==> config.mk <==
export PLATFORM = sky130hd
export DESIGN_NAME = uart_rx_param
export DESIGN_NICKNAME = d
export VERILOG_FILES = /design/src/rtl/uart_rx_param.sv
export SDC_FILE = /design/constraint.sdc
export NUM_CORES = 1
export LEC_CHECK = 0
export ABC_AREA = 1
export CAP_MARGIN = 30
export CELL_PAD_IN_SITES_DETAIL_PLACEMENT = 0
export CELL_PAD_IN_SITES_GLOBAL_PLACEMENT = 1
export CORE_MARGIN = 2
export CORE_UTILIZATION = 42
export DETAILED_ROUTE_END_ITERATION = 8
export PLACE_DENSITY = 0.83
export SYNTH_ARGS = -nofsm -noshare
export SYNTH_HDL_FRONTEND = slang
export SYNTH_SLANG_ARGS = --single-unit
==> constraint.sdc <==
create_clock -name clk -period 2.9 [get_ports clk]
set_clock_uncertainty 0.15 [all_clocks]
set_input_delay 0.58 -clock clk [delete_from_list [all_inputs] [get_ports clk]]
set_output_delay 0.58 -clock clk [all_outputs]
set_load 0.005 [all_outputs]
==> src/rtl/uart_rx_param.sv <==
// rtl/uart_rx_param.sv - parametrised UART receiver with valid/ready output
// Optional parity stage enabled by defining UART_RX_PARITY_EN.
module uart_rx_param #(
    parameter int CLKS_PER_BIT = 8,
    parameter int DATA_BITS    = 8,
    parameter int STOP_BITS    = 1,
    parameter int PARITY_ODD   = 0
) (
    input  logic                 clk,
    input  logic                 rst,
    input  logic                 data_in,
    output logic [DATA_BITS-1:0] rx_data,
    output logic                 rx_valid,
    input  logic                 rx_ready,
    output logic                 rx_frame_err,
    output logic                 rx_parity_err,
    output logic                 rx_overrun,
    output logic                 rx_busy
);

    localparam int CW = $clog2(CLKS_PER_BIT);
    localparam int BW = $clog2(DATA_BITS + 1);
    localparam logic [CW-1:0] MID_CNT  = CW'((CLKS_PER_BIT - 1) / 2);
    localparam logic [CW-1:0] LAST_CNT = CW'(CLKS_PER_BIT - 1);
    localparam logic [BW-1:0] LAST_BIT = BW'(DATA_BITS - 1);
    localparam logic          LAST_STOP = 1'(STOP_BITS - 1);

`ifdef UART_RX_PARITY_EN
    typedef enum logic [2:0] {S_IDLE, S_START, S_DATA, S_PARITY, S_STOP, S_BREAK} state_t;
`else
    typedef enum logic [2:0] {S_IDLE, S_START, S_DATA, S_STOP, S_BREAK} state_t;
`endif

    state_t               state, state_nxt;
    logic                 rx_meta, rxs;
    logic [CW-1:0]        cnt;
    logic [BW-1:0]        bit_idx;
    logic                 stop_idx;
    logic                 stop_err;
    logic [DATA_BITS-1:0] shreg;
    logic                 bit_end;
    logic                 frame_done;
    logic                 frame_err_nxt;
    logic                 load_ok;
    logic                 accept;

    assign bit_end       = (cnt == LAST_CNT);
    assign frame_err_nxt = stop_err | ~rxs;
    assign load_ok       = ~rx_valid | rx_ready;
    assign accept        = rx_valid & rx_ready;
    assign rx_busy       = (state != S_IDLE);

    // Two-flop synchroniser; resets to the idle-high line level
    always_ff @(posedge clk) begin
        if (rst) begin
            rx_meta <= 1'b1;
            rxs     <= 1'b1;
        end else begin
            rx_meta <= data_in;
            rxs     <= rx_meta;
        end
    end

    always_ff @(posedge clk) begin
        if (rst) state <= S_IDLE;
        else     state <= state_nxt;
    end

    always_comb begin
        state_nxt  = state;
        frame_done = 1'b0;
        case (state)
            S_IDLE:  if (!rxs) state_nxt = S_START;
            S_START: if (cnt == MID_CNT) state_nxt = rxs ? S_IDLE : S_DATA;
            S_DATA: begin
                if (bit_end && bit_idx == LAST_BIT) begin
`ifdef UART_RX_PARITY_EN
                    state_nxt = S_PARITY;
`else
                    state_nxt = S_STOP;
`endif
                end
            end
`ifdef UART_RX_PARITY_EN
            S_PARITY: if (bit_end) state_nxt = S_STOP;
`endif
            S_STOP: begin
                if (bit_end && stop_idx == LAST_STOP) begin
                    frame_done = 1'b1;
                    state_nxt  = frame_err_nxt ? S_BREAK : S_IDLE;
                end
            end
            S_BREAK: if (rxs) state_nxt = S_IDLE;
            default: state_nxt = S_IDLE;
        endcase
    end

    // Bit-period counter restarts on every state change so START->DATA re-aligns to mid-bit
    always_ff @(posedge clk) begin
        if (rst) begin
            cnt      <= '0;
            bit_idx  <= '0;
            stop_idx <= 1'b0;
            stop_err <= 1'b0;
            shreg    <= '0;
        end else begin
            if (state_nxt != state || state == S_IDLE || state == S_BREAK || bit_end)
                cnt <= '0;
            else
                cnt <= cnt + 1'b1;
            if (state == S_START) begin
                bit_idx  <= '0;
                stop_idx <= 1'b0;
                stop_err <= 1'b0;
            end
            if (state == S_DATA && bit_end) begin
                shreg   <= {rxs, shreg[DATA_BITS-1:1]};
                bit_idx <= bit_idx + 1'b1;
            end
            if (state == S_STOP && bit_end) begin
                stop_idx <= stop_idx + 1'b1;
                if (!rxs) stop_err <= 1'b1;
            end
        end
    end

    // Holding register: load wins over accept, a full unaccepted register drops the frame
    always_ff @(posedge clk) begin
        if (rst) begin
            rx_data      <= '0;
            rx_valid     <= 1'b0;
            rx_frame_err <= 1'b0;
            rx_overrun   <= 1'b0;
        end else begin
            rx_overrun <= 1'b0;
            if (frame_done) begin
                if (load_ok) begin
                    rx_data      <= shreg;
                    rx_valid     <= 1'b1;
                    rx_frame_err <= frame_err_nxt;
                end else begin
                    rx_overrun <= 1'b1;
                end
            end else if (accept) begin
                rx_valid     <= 1'b0;
                rx_frame_err <= 1'b0;
            end
        end
    end

`ifdef UART_RX_PARITY_EN
    localparam logic PAR_ODD = (PARITY_ODD != 0);
    logic par_bit;

    always_ff @(posedge clk) begin
        if (rst) begin
            par_bit       <= 1'b0;
            rx_parity_err <= 1'b0;
        end else begin
            if (state == S_PARITY && bit_end) par_bit <= rxs;
            if (frame_done) begin
                if (load_ok) rx_parity_err <= (^{shreg, par_bit}) ^ PAR_ODD;
            end else if (accept) begin
                rx_parity_err <= 1'b0;
            end
        end
    end
`else
    logic unused_par_cfg;
    assign unused_par_cfg = (PARITY_ODD != 0);
    assign rx_parity_err  = 1'b0;
`endif

endmodule

# == Word level (Yosys, flattened, before mapping) ==
# Index checks and enable logic that the tools add are counted.
# word_totals
reg_bits,33
latchBits,0
mem_bits_rw,0
mem_bits_ro,0
output_inout_bits,13
word_cells,70
n_memories,0
# classes
n_addsub,3
n_mul,0
n_div,0
n_lt_le_gt_ge,0
n_eq_ne,9
shift,0
mux,23
bitwise_logic,7
n_reduce_logical,16
# op_table
operator,n
3-bit two-way mux,6
3-bit case mux with 5 select lines,1
1-bit two-way mux,13
"3-bit by 2-bit equality test with 1-bit output, second input constant",3
4-bit two-way mux,2
"3-bit equality test, second input constant",2
2-bit nonzero test,3
"4-bit by 1-bit adder with 4-bit output, second input constant",1
"4-bit by 3-bit equality test with 1-bit output, second input constant",1
1-bit logical AND,4
1-bit inverter,4
2-bit AND reduction,2
2-bit OR reduction,2
"3-bit by 1-bit adder with 3-bit output, second input constant",1
"3-bit by 1-bit equality test with 1-bit output, second input constant",1
3-bit zero test,1
1-bit logical OR,3
3-bit != test,1
3-bit nonzero test,1
2-bit two-way mux,1
"2-bit by 1-bit != test with 1-bit output, second input constant",1
1-bit OR,2
"1-bit adder, second input constant",1
1-bit AND,1

# == Logic depth before layout (Yosys ltp) ==
# Gate-level depths: netlist of the first run.
# logic_depth
word_depth,10
ltp_mapped,9
depth_no_buf,9

# == Least setup slack after synthesis of the first run ==
# OpenSTA, ideal clock, no wires.
# synth_timing
kind,flip-flop to flip-flop
startpoint,register cnt[0]
endpoint,register cnt[0]
setup_time_ps,65
arrival_ps,1346
required_ps,2685
setup_slack_ps,1339
stages_incl_launch_ff,9
path_cell_list,dfxtp_1 -> ha_1 -> ha_1 -> nand4_1 -> buf_4 -> nor2_1 -> o21ai_0 -> nand3_1 -> nor2_1
# synth_via
elab_chain_len,9
# synth_rtl
element,line_no,text
start: declaration,36,logic [CW-1:0] cnt;
start signal: assignment,110,cnt <= cnt + 1'b1;
3-bit equality test,47,assign bit_end = (cnt == LAST_CNT);
"1-bit logical AND, on equally long branches","88, 76",
"3-bit two-way mux, on equally long branches","88, 76",
3-bit case mux with 5 select lines,72,case (state)
3-bit != test,107,if (state_nxt != state || state == S_IDLE || state == S_BREAK || bit_end)
1-bit logical OR (3 in series),107,
2-bit OR reduction (no line),-,
# Several ways; a longest one is shown, not always the timed one.
# A chain may end at the register's enable or synchronous reset.

# == Worst setup path after layout of the first run ==
# layout_timing
startpoint,register state[0]
endpoint,output port rx_busy
# layout_via
elab_chain_len,1
# layout_rtl
element,line_no,text
start: declaration,34,"state_t state, state_nxt;"
start signal: assignment,66,else state <= state_nxt;
3-bit nonzero test,51,assign rx_busy = (state != S_IDLE);
end: declaration,18,output logic rx_busy
# Every way passes these cells.

==> flow_metrics.tcl, run 1 <==
set metrics [dict create \
    area_delta_synth_final_pct 16.39 \
    rsz_0062_raised_after_global_routing "false" \
    async_reset_ff_share_pct 0 \
    min-delay-start "cnt[0]" \
    synth-warning-count 0 \
    detail_route.wl_per_cell_um 10.88 \
    worst_path_max_delay_cell "clkdlybuf4s50_1" \
    run_status "completed" \
    hold_class "flop to flop" \
    routed-via-count 1165 \
    post_drt_via_cell_ratio 4.834 \
    whs_path_depth 1 \
    yosysSeqAreaShare_pct 48.35 \
    synth-seq-cells 33 \
    antennaDiodeCount 0 \
    timing.critical_path.cells "nor2_1, nand2_1, clkdlybuf4s50_1" \
    htreeDepth 2 \
    reg2regPathDepth 6 \
    synthesis.area_um2 1366 \
    overflow 0 \
    synth.most_common_cell "nand2_1" \
    die_height_um 61.04 \
    max_freq_mhz 455.1 \
    resize_count_post_cts 0 \
    synth_cells 182 \
    seq_power_share_pct 60.6 \
    cp_max_fo 7 \
    io_pins 17 \
    setup_violations 0 \
    post-route-drc-count 0 \
    buffer_ports.inserted 15 \
    initial_standard_cell_utilization_of_the_core_pct 44.39 \
    slew_viol_final 0 \
    post-cts-setup-buffer-count 0 \
    cts_buf_count 5 \
    clock_latency_of_the_later_clocked_register_in_the_worst_skew_pair_ns 0.34 \
    synth_area_leaders "dfxtp_1 (48%), nand2_1 (9.3%), nor2_1 (7.4%)" \
    post_route_cells_drive_above_1_share_pct 8.122 \
    crit_start "state[0]" \
    worst_r2r_startpoint "cnt[0]" \
    grt_pass1_wl_mm 4.291 \
    synthesized_area_divided_by_synthesized_cell_count_um2 7.507 \
    cell_internal_pwr_mw 0.5801 \
    cp.required_ns 2.17 \
    switching_share_pct 23.16 \
    synth-edff-count 0 \
    finalSetupTns_ns 0 \
    vias_in_the_first_global_route 1052 \
    max_cap_violations 0 \
    power_per_cell_area_nw_per_um2 474.7 \
    postRouteWirelength_mm 2.623 \
    clock_sink_count 33 \
    combinationalPowerShare_pct 3.7 \
    placementRows 20 \
    finalNonFillerCells 241 \
    period_minus_slack_ns 2.197 \
    power.clock.fraction_pct 35.7 \
    tritoncts "done" \
    drt.antenna.violating_nets 0 \
    floorplan.core_area_um2 3078 \
    numPlacedInstances 234 \
    die_area_um2 3725 \
    detail_route.iter0.violations 50 \
    timing.critical_path.from_type "flop" \
    clk_path_buf_depth 2 \
    worstSetupPathType "flop to output pin" \
    post_synth_top_area_cell "dfxtp_1" \
    grt_start_max_net_pins 17 \
    rd_place_congestion 0.7977 \
    die_span_in_x_um 61.04 \
    cts-root-buf "clkbuf_4" \
    clock_transition_at_the_register_clock_pins_on_the_worst_setup_and_hold_paths_after_cts_ns 0.10 \
    synth_cell_type_count 21 \
    period_share_pct 75.77 \
    worst_ir_drop_vdd_uv 266.7 \
    grtUsageTotal_pct 15.93 \
    synth_top_cell_area_share_pct 48.35 \
    total_leakage_power_nw 0.6181 \
    cts-hold-fix-buffers 0 \
    syn_nets 190 \
    dp_hpwl_mm 1.865 \
    cp_data_arrival_time_ns 1.47 \
    ys_top_cells_by_count "nand2_1 (34), dfxtp_1 (33), nor2_1 (27), a21oi_1 (17), nand3_1 (17)" \
    detailed_routing_iteration_count_for_the_pre_antenna_repair_pass 4 \
    synth_ff_type "dfxtp_1" \
    report.final.hold_viol_count 0 \
    worstSetupEndpointType "output pin" \
    p_switching_mw 0.1749 \
    crit_path_max_incr_delay_ns 0.49 \
    number_of_antenna_violations_at_the_first_check_in_global_routing 0 \
    design.final.nets 205 \
]
## worst paths after layout
kind,to,slack (ns)
worst max-delay path,rx_busy,0.70
worst min-delay path,cnt[0],0.28
worst max register to register,shreg[7],0.81
worst min register to register,cnt[0],0.28
## cells by family after synthesis
group | synth area share, %
compound gates | 12.00
fa+ha+maj | 3.663
buf+inv | 7.874
flops | 48.35
other cells | 0.2745
simple gates | 27.84
## worst max-delay path: cells and delay by family, from the launching register on
kind	cells	cell delay [ns]
buffers and inverters	1	0.49
DFF	1	0.45
and+or+nand+nor	2	0.19
## per-stage QoR
stage          util [%]  hold slack, ns  setup WS, ns  power, mW  instance area (µm²)
6_report          51.67          0.2767        0.7026     0.7549                 1590
5_1_grt           51.67          0.2878        0.5884     0.7892                 1590
4_1_cts           51.67          0.2793        0.6966     0.7630                 1590
3_5_place_dp      49.76          0.2599        0.7901     0.4958                 1531
3_3_place_gp      49.76          0.2559        0.8667     0.4956                 1531
2_1_floorplan         -          0.2395         1.339     0.4864                 1366
## routing by layer
layer	global-route usage, %	routed length (µm)	up-vias
li1	-	-	612
met1	18.43	1262	527
met2	25.84	1172	18
met3	4.412	117	8
met4	10.25	72	0
met5	0	0	-
## layout make-up
class	count	area, µm²
Inverter	16	60.06
Fill cell	308	1488
Clock buffer	6	51.30
Timing Repair Buffer	16	157.7
Tap cell	44	55.05
Sequential cell	33	660.6
Multi-Input combinational cell	125	598.1
Clock inverter	1	7.507
## flip-flops by register name, indices dropped and copies added (netlist names), 3 cells and up
name and count:
bit_idx 4, cnt 3, rx_data 8, shreg 8
state 3
## power by group through the flow
stage,Clock (mW),Combinational [mW],Sequential (mW)
6_report,0.269,0.0281,0.457
4_1_cts,0.278,0.0280,0.457
3_5_place_dp,0,0.0279,0.468
5_1_grt,0.299,0.0322,0.458
2_1_floorplan,0,0.0190,0.467
3_3_place_gp,0,0.0277,0.468
## cell usage in the layout (no fill, tap or decap)
master	count
a21oi_1	17
buf_4	1
clkbuf_4	5
clkbuf_8	1
clkdlybuf4s50_1	15
clkinvlp_4	1
conb_1	1
dfxtp_1	33
ha_1	4
inv_1	16
nand2_1	34
nand2_2	1
nand3_1	17
nand4_1	2
nor2_1	27
nor2_2	2
nor2_4	1
nor3_1	1
o21ai_0	14
o21ai_2	1
or2_2	3
(Power assumes the default switching activity.)
==> inputs of run 2 (changes only) <==
- CORE_UTILIZATION: 42 -> 35
- PLACE_DENSITY: 0.83 -> 0.74
- clock period: 2.9 -> 2 ns (I/O delays scaled with it)
==> flow_metrics.tcl, run 2 (same netlist as run 1, synthesis figures left out) <==
set metrics [dict create \
    number_of_antenna_violations_at_the_first_check_in_global_routing 0 \
    drt.antenna.violating_nets 0 \
    hold_class "flop to flop" \
    dp_hpwl_mm 1.950 \
    clk_path_buf_depth 2 \
    grt_pass1_wl_mm 4.788 \
    mostFrequentLayoutCell "nand2_1" \
    clock_transition_at_the_register_clock_pins_on_the_worst_setup_and_hold_paths_after_cts_ns 0.06 \
    cp.required_ns 1.45 \
    ff2ff_setup_slack_ns 0.28 \
    finalSetupTns_ns 0 \
    die_area_um2 4420 \
    timing.critical_path.cells "inv_1, nand2_1, clkdlybuf4s50_1" \
    timing.final.ws_setup_ns 0.09517 \
    post_route_cells_drive_above_1_share_pct 11.44 \
    die_span_in_x_um 66.48 \
    design.final.nets 209 \
    detail_route.iter0.violations 60 \
    buffer_ports.inserted 15 \
    worst_r2r_startpoint "cnt[0]" \
    report.final.hold_viol_count 0 \
    floorplan.core_area_um2 3716 \
    reg2regPathDepth 8 \
    worst_ir_drop_vdd_uv 305.7 \
    total_leakage_power_nw 0.6535 \
    cts-root-buf "clkbuf_8" \
    post_drt_via_cell_ratio 4.803 \
    crit_path_max_incr_delay_ns 0.49 \
    totalPowerFinal_mw 1.214 \
    area_delta_synth_final_pct 21.98 \
    finalNonFillerCells 249 \
    setup_violations 0 \
    initial_standard_cell_utilization_of_the_core_pct 36.77 \
    rd_place_congestion 0.8364 \
    whs_path_depth 1 \
    max_freq_mhz 525.0 \
    grt_start_max_net_pins 17 \
    placementRows 22 \
    worstSetupPathType "flop to output pin" \
    post-cts-setup-buffer-count 0 \
    worstSetupEndpointType "output pin" \
    postLayoutCellArea_um2 1667 \
    dp_area_um2 1567 \
    cp_data_arrival_time_ns 1.35 \
    antennaDiodeCount 0 \
    cts-hold-fix-buffers 0 \
    period_share_pct 95.24 \
    cp_max_fo 5 \
    run_status "completed" \
    grtUsageTotal_pct 14.40 \
    period_minus_slack_ns 1.905 \
    max_cap_violations 0 \
    io_pins 17 \
    tritoncts "done" \
    layout.cells.most_common_list "nand2_1 (34), dfxtp_1 (31), nor2_1 (26)" \
    r2r-end "bit_idx[3]" \
    slew_viol_final 0 \
    detail_route.wl_per_cell_um 10.83 \
    hold_end "cnt[0]" \
    rsz_0062_raised_after_global_routing "false" \
    timing.critical_path.from_type "flop" \
    min-delay-start "cnt[0]" \
    postRouteWirelength_mm 2.697 \
    overflow 0 \
    routed-via-count 1196 \
    place_ws_ns 0.1672 \
    htreeDepth 2 \
    detailed_routing_iteration_count_for_the_pre_antenna_repair_pass 4 \
    clock_latency_of_the_later_clocked_register_in_the_worst_skew_pair_ns 0.28 \
    reg_top3 "rx_data: 8 flops, shreg: 8 flops, bit_idx: 4 flops" \
    cts_buf_count 5 \
    post-route-drc-count 0 \
    numPlacedInstances 242 \
    clock_sink_count 33 \
    vias_in_the_first_global_route 1112 \
    worst_path_max_delay_cell "clkdlybuf4s50_1" \
    power_per_cell_area_nw_per_um2 728.7 \
    die_height_um 66.48 \
]
-- run 2: layout make-up --
type	instances	area (µm²)
timing repair buffer	20	187.7
multi-input combinational	125	605.6
inverter	16	60.06
clock inverter	1	7.507
sequential	33	663.1
fill	376	2049
tap	48	60.06
clock buffer	6	82.58
-- run 2: where the power goes --
group | total (mW) | switching [mW] | internal [mW]
Sequential | 0.665 | 0.00364 | 0.661
Clock | 0.507 | 0.235 | 0.272
Combinational | 0.0431 | 0.0249 | 0.0182
Total | 1.21 | 0.264 | 0.951
-- run 2: worst max-delay path, delay by kind of cell, from the launching register on --
family	cells	cell delay (ns)
buffers and inverters	2	0.61
flip-flops	1	0.39
AND/OR/NAND/NOR	1	0.08
-- run 2: how the worst max path moves through the flow --
stage | slack [ns] | from | endpoint | depth (start not counted)
floorplan | 0.44 | cnt[0] | cnt[0] | 8
global placement | 0.25 | rx_ready | rx_data[0] | 5
detailed placement | 0.17 | rx_ready | rx_data[2] | 5
CTS | 0.03 | state[0] | rx_busy | 3
global route | 0.02 | state[2] | rx_busy | 3
finish | 0.1 | state[2] | rx_busy | 3
-- run 2: metrics by stage --
step / hold WS [ns] / util (%)
2_1_floorplan: 0.2395 / -
3_3_place_gp: 0.2548 / 42.15
3_5_place_dp: 0.2622 / 42.15
4_1_cts: 0.2746 / 44.58
5_1_grt: 0.2916 / 44.85
6_report: 0.2672 / 44.85
-- run 2: what timing repair did --
action / in CTS / in global routing
gates resized for setup: 0 / 4
endpoints found under the hold margin: 0 / 0
endpoints found under the setup margin: 0 / 1
-- run 2: metal layers --
metal / track usage, % / vias up / part of all wire, %
met5: 0 / - / 0
met4: 7.653 / 0 / 2.2
met3: 4.730 / 6 / 5.5
met2: 22.75 / 41 / 44
met1: 17.24 / 530 / 48
li1: - / 619 / -
